## src/rtl/cmp_tracker.sv

```systemverilog
// Compare tracker: registered a-vs-b compare plus running max/min of a and a saturating sample count.
// Optional running max/min registers are built only when CMP_TRACKER_MINMAX_EN is defined.
module cmp_tracker #(
  parameter int unsigned WIDTH = 4,
  parameter int unsigned CNT_W = 8
) (
  input  logic             clk,
  input  logic             reset,
  input  logic             in_valid,
  input  logic [WIDTH-1:0] a,
  input  logic [WIDTH-1:0] b,
  input  logic             is_signed,
  input  logic             clear,
  output logic             out_valid,
  output logic             gt,
  output logic             eq,
  output logic             lt,
  output logic [WIDTH-1:0] max_val,
  output logic [WIDTH-1:0] min_val,
  output logic [CNT_W-1:0] count,
  output logic             sat
);

  localparam logic [CNT_W-1:0] CNT_MAX = '1;
  localparam logic [CNT_W-1:0] CNT_ONE = CNT_W'(1);

  typedef enum logic [1:0] {IDLE, TRACK, SAT} state_t;

  state_t state;
  logic   prev_signed;
  logic   first_c;

  function automatic logic less_than(input logic [WIDTH-1:0] x,
                                     input logic [WIDTH-1:0] y,
                                     input logic             sgn);
    if (sgn) return $signed(x) < $signed(y);
    else     return x < y;
  endfunction

  // Sample starts a fresh run: after restart, in IDLE, or on a compare-mode change.
  assign first_c = clear || (state == IDLE) || (is_signed != prev_signed);

  // Control FSM, compare result and count.
  always_ff @(posedge clk) begin
    if (reset) begin
      state       <= IDLE;
      prev_signed <= 1'b0;
      out_valid   <= 1'b0;
      gt          <= 1'b0;
      eq          <= 1'b0;
      lt          <= 1'b0;
      count       <= '0;
      sat         <= 1'b0;
    end else begin
      out_valid <= in_valid;
      if (in_valid) begin
        gt          <= less_than(b, a, is_signed);
        eq          <= (a == b);
        lt          <= less_than(a, b, is_signed);
        prev_signed <= is_signed;
        if (first_c) begin
          count <= CNT_ONE;
          sat   <= (CNT_MAX == CNT_ONE);
          state <= (CNT_MAX == CNT_ONE) ? SAT : TRACK;
        end else if (state == TRACK) begin
          count <= count + CNT_ONE;
          if (count + CNT_ONE == CNT_MAX) begin
            sat   <= 1'b1;
            state <= SAT;
          end
        end
      end else if (clear) begin
        count <= '0;
        sat   <= 1'b0;
        state <= IDLE;
      end
    end
  end

`ifdef CMP_TRACKER_MINMAX_EN
  // Running extremes of a, compared in the mode of the current sample.
  always_ff @(posedge clk) begin
    if (reset) begin
      max_val <= '0;
      min_val <= '0;
    end else if (in_valid) begin
      if (first_c) begin
        max_val <= a;
        min_val <= a;
      end else begin
        if (less_than(max_val, a, is_signed)) max_val <= a;
        if (less_than(a, min_val, is_signed)) min_val <= a;
      end
    end else if (clear) begin
      max_val <= '0;
      min_val <= '0;
    end
  end
`else
  assign max_val = '0;
  assign min_val = '0;
`endif

endmodule

```

## config.mk

```make
export PLATFORM = sky130hd
export DESIGN_NAME = cmp_tracker
export DESIGN_NICKNAME = d
export VERILOG_FILES = /design/src/rtl/cmp_tracker.sv
export SDC_FILE = /design/constraint.sdc
export NUM_CORES = 1
export LEC_CHECK = 0
export CAP_MARGIN = 10
export CORE_MARGIN = 4
export CORE_UTILIZATION = 41
export CTS_CLUSTER_SIZE = 14
export DETAILED_ROUTE_END_ITERATION = 8
export MAX_ROUTING_LAYER = met4
export PLACE_DENSITY = 0.75
export SLEW_MARGIN = 15
export SYNTH_ARGS = -nofsm -noshare
export SYNTH_HDL_FRONTEND = slang
export SYNTH_SLANG_ARGS = --single-unit
```

## constraint.sdc

```tcl
create_clock -name clk -period 1.5 [get_ports clk]
set_input_delay 0.225 -clock clk [delete_from_list [all_inputs] [get_ports clk]]
set_output_delay 0.225 -clock clk [all_outputs]
set_load 0.02 [all_outputs]
```

After elaboration in Yosys (flattened, before gate mapping)

Cells that the tools add are included.

Word-level logic and storage cells: 41
Input port bits: 13
Output and inout port bits: 21
Flip-flop bits (word level): 16

Reductions and logical operators: 6
$lt $le $gt $ge: 4
Equal/unequal tests: 6
Add/subtract/negate cells: 1
Muxes and demuxes: 16

Operators by type and width:

| cell                                                   | number |
|---|---|
| two-way mux 8 bit                                      | 4 |
| < comparator 4 bit                                     | 4 |
| two-way mux 2 bit                                      | 5 |
| adder 8 x 1 -> 8 bit (second input constant)           | 1 |
| == test 8 bit (second input constant)                  | 1 |
| two-way mux 1 bit                                      | 7 |
| inequality test 3 x 1 -> 1 bit (second input constant) | 2 |
| == test 4 bit                                          | 1 |
| AND reduction 3 bit                                    | 1 |
| == test 2 x 1 -> 1 bit (second input constant)         | 1 |
| zero test 2 bit                                        | 1 |
| logical OR 1 bit                                       | 2 |
| AND reduction 2 bit                                    | 1 |
| nonzero test 2 bit                                     | 1 |
| inequality test 1 bit                                  | 1 |

Longest topological paths before layout

Gate-level depths: netlist of the first run.

Depth after elaboration: 6
Depth in mapped cells: 7
Gate-level depth less buffers: 7

Least setup slack after synthesis of the first run

No wires, ideal clock.

Path type: reg-to-reg
From: reg count[1]
To: reg state[0]
Stages on the path, launching flop included: 7
Path buffers: 0
Path slack: -0.141 ns
Setup time: 0.140 ns
Period minus slack after synthesis: 1.641 ns
Required time: 1.360 ns
Data arrival time: 1.501 ns
Path through: dfxtp_1 -> ha_1 -> nand3_1 -> nor2_1 -> xor2_1 -> nor4b_2 -> a221oi_1

Longest elaborated chain between the ends: 4

Ends and longest elaborated chain:

| item                                            | RTL line | RTL |
|---|---|---|
| from (decl)                                     | 20       | `output logic [CNT_W-1:0] count,` |
| from (signal assigned)                          | 66       | `count <= count + CNT_ONE;` |
| adder 8 x 1 -> 8 bit                            | 67       | `if (count + CNT_ONE == CNT_MAX) begin` |
| == test 8 bit                                   | 67       |  |
| inequality test 3 x 1 -> 1 bit (no source line) | n/a      |  |
| AND reduction 3 bit (no source line)            | n/a      |  |
| to (signal assigned)                            | 64       | `state <= (CNT_MAX == CNT_ONE) ? SAT : TRACK;` |
| to (decl)                                       | 29       | `state_t state;` |

No other way between the ends.
A chain may end at the register's enable or synchronous reset.

Worst setup path in the final report of the first run

Same ends and word-level chain as after synthesis.

==> impl_metrics.ini, run 1 <==
[routing]
wl_um = 2600
drc = 0
routedWlPerCell_um = 12.3
vias = 1059
drtIter0Drc = 24
avgViaCountPerCell = 5.00
drtAntennaViolNets = 0
drt_first_pass_iters = 4

[power]
pwr-share-comb_pct = 27.5
p_leak_nw = 0.788
seqPwrFrac_pct = 46.6
power.switching_mw = 0.269
power_frac_clock_pct = 25.9
cellInternalPower_mw = 0.632
swShare_pct = 29.9
power.density_nw_per_um2 = 551
ir_worst_vdd_mv = 0.396
totalPowerFinal_mw = 0.901

[synth]
yosys-top-cells-area = dfxtp_1 (28%), ha_1 (12%), nor2_1 (6.4%)
synthCells = 132
async_flop_share_pct = 0
ys_seq_area_share_pct = 28.4
yosysMostFrequentCell = nor2_1
ys_seq_elements = 15
synth_common_cells = nor2_1 (18), dfxtp_1 (15), inv_1 (14), nand2_1 (12), ha_1 (10)
syn_area_per_cell_um2 = 8.01
synth_flop_cell = dfxtp_1
netlist.area_leader.share_pct = 28.4
synth_enable_flop_cells = 0
ys_types = 36
synth_top_cell_by_area = dfxtp_1
yosysWarnings = 0
synthesis.area_um2 = 1060

[critical_path]
crit_type = flip-flop to flip-flop
cp.required_ns = 1.67
startpoint_type = flip-flop
cp.arrival_ns = 1.66
worstPathCellList = ha_4 > xnor2_2 > nor2_2 > nand3_2 > nor4b_4 > a221oi_2
crit_fanout = 4
end_kind = flip-flop
timing.critical_path.slowest_stage_cell = dfxtp_4
worst_path_largest_cell_delay_ns = 0.37

[timing]
rsz0062_at_grt = true
skew_ns = 0.00292
period_share_pct = 99.7
hold_violations = 0
period_minus_slack_ns = 1.50
setup-violations-final = 0
max_freq_mhz = 668
drv_slew = 0

[grt]
grt_overflow_total = 0
grtUsageTotal_pct = 16.2
antenna_found_initial = 0
grt_pass1_wl_um = 4280
first_global_vias = 1042
grt_max_degree = 11

[floorplan]
io_pins = 34
core_um2 = 2480
row_count = 18
die_x_um = 58.8
die_h_um = 58.8
dieArea_um2 = 3460
start_util_pct = 42.7

[clock_tree]
cts_hold_buf = 0
cts_buffers = 3
max-clock-path-buffers = 2
clock-sinks = 15
path_clk_slew_ns = 0.09
clk_latency_ns = 0.28
cts_tree = done
cts-root-buf = clkbuf_4
htreeDepth = 1

[layout]
finalNetCount = 206
multi_input_area_um2 = 786
diodes = 0
regArea_um2 = 310
layout.cells.non_filler = 212
synthToLayoutAreaGrowth_pct = 54.7
drive_gt1_share_pct = 30.8
nFillCells = 211

[place]
gp_congestion = 0.878
dpl.hpwl_um = 2070
dp_cells = 206
portBuffers = 25

[job]
max_cap_violations = 0

[worst_hold_path]
min_path_type = flip-flop to flip-flop

[run_status]
status = finished clean
cell usage in the layout (no fill, tap or decap), drive strengths merged, types with 4 or more instances in the layout:
master         count
buf               24
nor2              18
dlygate4sd2       15
inv               15
dfxtp             15
nand2             12
ha                10
conb               8
clkdlybuf4s50      7
o21ai              6
a21oi              5
xnor2              5
a22oi              4
clkbuf             4
nand3              4
worst max-delay path: cells and delay by family, from the launching register on:
family | cells | cell delay [ns]
AOI/OAI and AO/OA | 1 | 0.11
xor gates and xnor gates | 1 | 0.13
adders and majority gates | 1 | 0.18
DFF | 1 | 0.37
and+or+nand+nor | 3 | 0.59
power groups by stage:
stage	Sequential [mW]	Clock, mW	Combinational (mW)
floorplan	0.440	0	0.126
finish	0.420	0.233	0.248
global route	0.422	0.260	0.274
global placement	0.428	0	0.229
detailed placement	0.429	0	0.237
CTS	0.420	0.237	0.246
final timing paths:
kind	startpoint	end	slack, ns	cells past startpoint
max reg2reg	count[1]	state[0]	0.004	6
max	count[1]	state[0]	0.004	6
min reg2reg	lt	lt	0.49	2
min	lt	lt	0.49	2
state kept, by name, indices dropped and copies added, names as in the netlist:
name	flops
count	8
eq	1
sat	1
prev_signed	1
out_valid	1
lt	1
gt	1
state	1
cell type report:
cell class,count,area share (%)
Clock buffer,4,1.61
Inverter,15,3.44
Multi-Input combinational cell,99,48.0
Sequential cell,15,19.0
Tap cell,30,2.30
Timing Repair Buffer,49,25.6
what timing repair did:
item / CTS / global route
endpoints found under the setup margin: 12 / 8
resized for setup: 27 / 11
pin swaps: 7 / 9
buffers inserted: 2 / 0
stage by stage:
| step | setup TNS [ns] | area, um^2 | hold slack (ns) | util [%] | setup WS (ns) |
|---|---|---|---|---|---|
| floorplan | 0 | 1100 | 0.304 | - | 0.0341 |
| finish | 0 | 1640 | 0.486 | 66.0 | 0.00397 |
| CTS | -0.00589 | 1580 | 0.497 | 63.8 | -0.00589 |
| global placement | -2.71 | 1480 | 0.469 | 59.8 | -0.346 |
| global route | -0.140 | 1640 | 0.510 | 66.0 | -0.0790 |
| detailed placement | -3.22 | 1480 | 0.480 | 59.8 | -0.422 |
layer usage:
metal	routed length, um	track usage (%)	part of all wire (%)	up-vias
met5	0	-	0	-
met4	27	7.12	1.0	0
met3	159	3.07	6.1	4
met2	1320	26.5	51	33
met1	1100	19.2	42	494
li1	-	-	-	528
logic make-up after synthesis:
logic type      after synthesis  synth area share, %
xor+xnor                      8                 7.34
flops                        15                 28.4
simple gates                 46                 21.4
fa+ha+maj                    10                 11.8
mux                           1                0.947
compound gates               26                 18.0
other cells                   1                0.355
buf+inv                      25                 11.7
Power figures use the tool's default switching activity.
==> inputs of run 2 (changes only) <==
--- a/config.mk
+++ b/config.mk
@@ -6,7 +6,7 @@
 export NUM_CORES = 1
 export LEC_CHECK = 0
 export CAP_MARGIN = 10
-export CORE_MARGIN = 4
+export CORE_MARGIN = 1
 export CORE_UTILIZATION = 41
 export CTS_CLUSTER_SIZE = 14
 export DETAILED_ROUTE_END_ITERATION = 8
==> run 2 against run 1 <==
Net effect: die area fell by 19%; highest routed layer unchanged; clock skew fell by 0.00058 ns; clock power barely moved.
==> impl_metrics.ini, run 2 (synthesis gave the netlist of run 1 again) <==
[timing]
setup-violations-final = 0
period_minus_slack_ns = 1.49
period_share_pct = 99.4
hold_ws_ns = 0.521
hold_violations = 0
max_freq_mhz = 671
drv_slew = 0
skew_ns = 0.00233
rsz0062_at_grt = true

[job]
max_cap_violations = 0

[critical_path]
r2r-start = count[1]
crit_type = flip-flop to flip-flop
r2r_slack_ns = 0.009
crit_fanout = 4
cp.arrival_ns = 1.66
crit_end = state[0]
r2r-end = state[0]
cp.required_ns = 1.67
crit_start = count[1]
end_kind = flip-flop
reg2reg_depth = 6
startpoint_type = flip-flop

[layout]
nFillCells = 200
drive_gt1_share_pct = 33.7
multi_input_area_um2 = 841
layout.cells.non_filler = 211
finish.utilization_pct = 69.2
synthToLayoutAreaGrowth_pct = 60.7
regArea_um2 = 314
largest_register_ff_count = 8
diodes = 0
layout_common_cells = buf_4 (23), nor2_1 (16), dlygate4sd2_1 (13)
final_area_um2 = 1700
regMostFlops = count
final_common_cell = buf_4
finalNetCount = 205

[floorplan]
row_count = 18
start_util_pct = 43.1
io_pins = 34
core_um2 = 2450
die_h_um = 52.8
dieArea_um2 = 2790
die_x_um = 52.8

[place]
placed_area_um2 = 1480
portBuffers = 25
dpl.hpwl_um = 2090
dp_cells = 206
gp_congestion = 0.844

[grt]
first_global_vias = 1099
grtUsageTotal_pct = 22.5
grt_max_degree = 13
grt_pass1_wl_um = 4420
grt_overflow_total = 0
antenna_found_initial = 0

[routing]
avgViaCountPerCell = 5.29
drtIter0Drc = 15
drc = 0
drt_first_pass_iters = 4
wl_um = 2880
drtAntennaViolNets = 0
routedWlPerCell_um = 13.6
vias = 1117

[power]
p_leak_nw = 0.852
power.density_nw_per_um2 = 539
ir_worst_vdd_mv = 0.500

[clock_tree]
cts_tree = done
max-clock-path-buffers = 2
clock-sinks = 15
clk_latency_ns = 0.28
cts-root-buf = clkbuf_4
htreeDepth = 1
path_clk_slew_ns = 0.08
cts_hold_buf = 0
cts_buffers = 3

[run_status]
status = finished clean

[worst_hold_path]
min_path_type = flip-flop to flip-flop
-- run 2: how the worst min path moves through the flow --
stage / slack, ns / cells past startpoint / from / end
after floorplan: 0.30 / 1 / reset / out_valid
after global placement: 0.47 / 2 / lt / lt
after detailed placement: 0.49 / 2 / lt / lt
after CTS: 0.52 / 2 / prev_signed / prev_signed
after global routing: 0.55 / 2 / eq / eq
final: 0.52 / 2 / prev_signed / prev_signed
-- run 2: worst max-delay path, stage by stage (launching register included) --
cell	delay (ns)
dfxtp_4	0.38
ha_4	0.18
xnor2_2	0.13
nor2_2	0.12
nand3_2	0.10
nor4b_4	0.36
a221oi_2	0.11
-- run 2: report_power, final --
group,internal (mW),leakage (nW),switching (mW)
clock network,0.103,0.0150,0.127
logic,0.124,0.711,0.141
registers,0.408,0.125,0.0138
total,0.635,0.852,0.281
-- run 2: area by class of cell --
| cell class | instances | share of cell area [%] |
|---|---|---|
| well taps | 30 | 2.21 |
| clock buffers | 4 | 1.55 |
| multi-input cells | 99 | 49.5 |
| inverters | 15 | 3.31 |
| flip-flops and latches | 15 | 18.5 |
| repair buffers | 48 | 25.0 |
-- run 2: metrics by stage --
step                      TNS [ns]  power, mW  worst slack (ns)
after floorplan                  0      0.566            0.0341
after detailed placement     -3.48      0.663            -0.421
after CTS                        0      0.900           0.00184
after global placement       -2.48      0.652            -0.323
after global routing       -0.0360      0.965           -0.0263
final                            0      0.917           0.00906
-- run 2: per-layer routing --
layer / up-vias / routed length (um) / GRT usage [%]
met5: - / 0 / -
met4: 0 / 102 / 13.2
met3: 11 / 102 / 3.48
met2: 41 / 1600 / 43.0
met1: 535 / 1070 / 20.7
li1: 530 / - / -
-- run 2: repair_timing --
item,CTS,global route
endpoints found under the setup margin,14,9
setup buffers,1,0
pin swaps,12,11
resized for setup,23,29
cloned,0,0
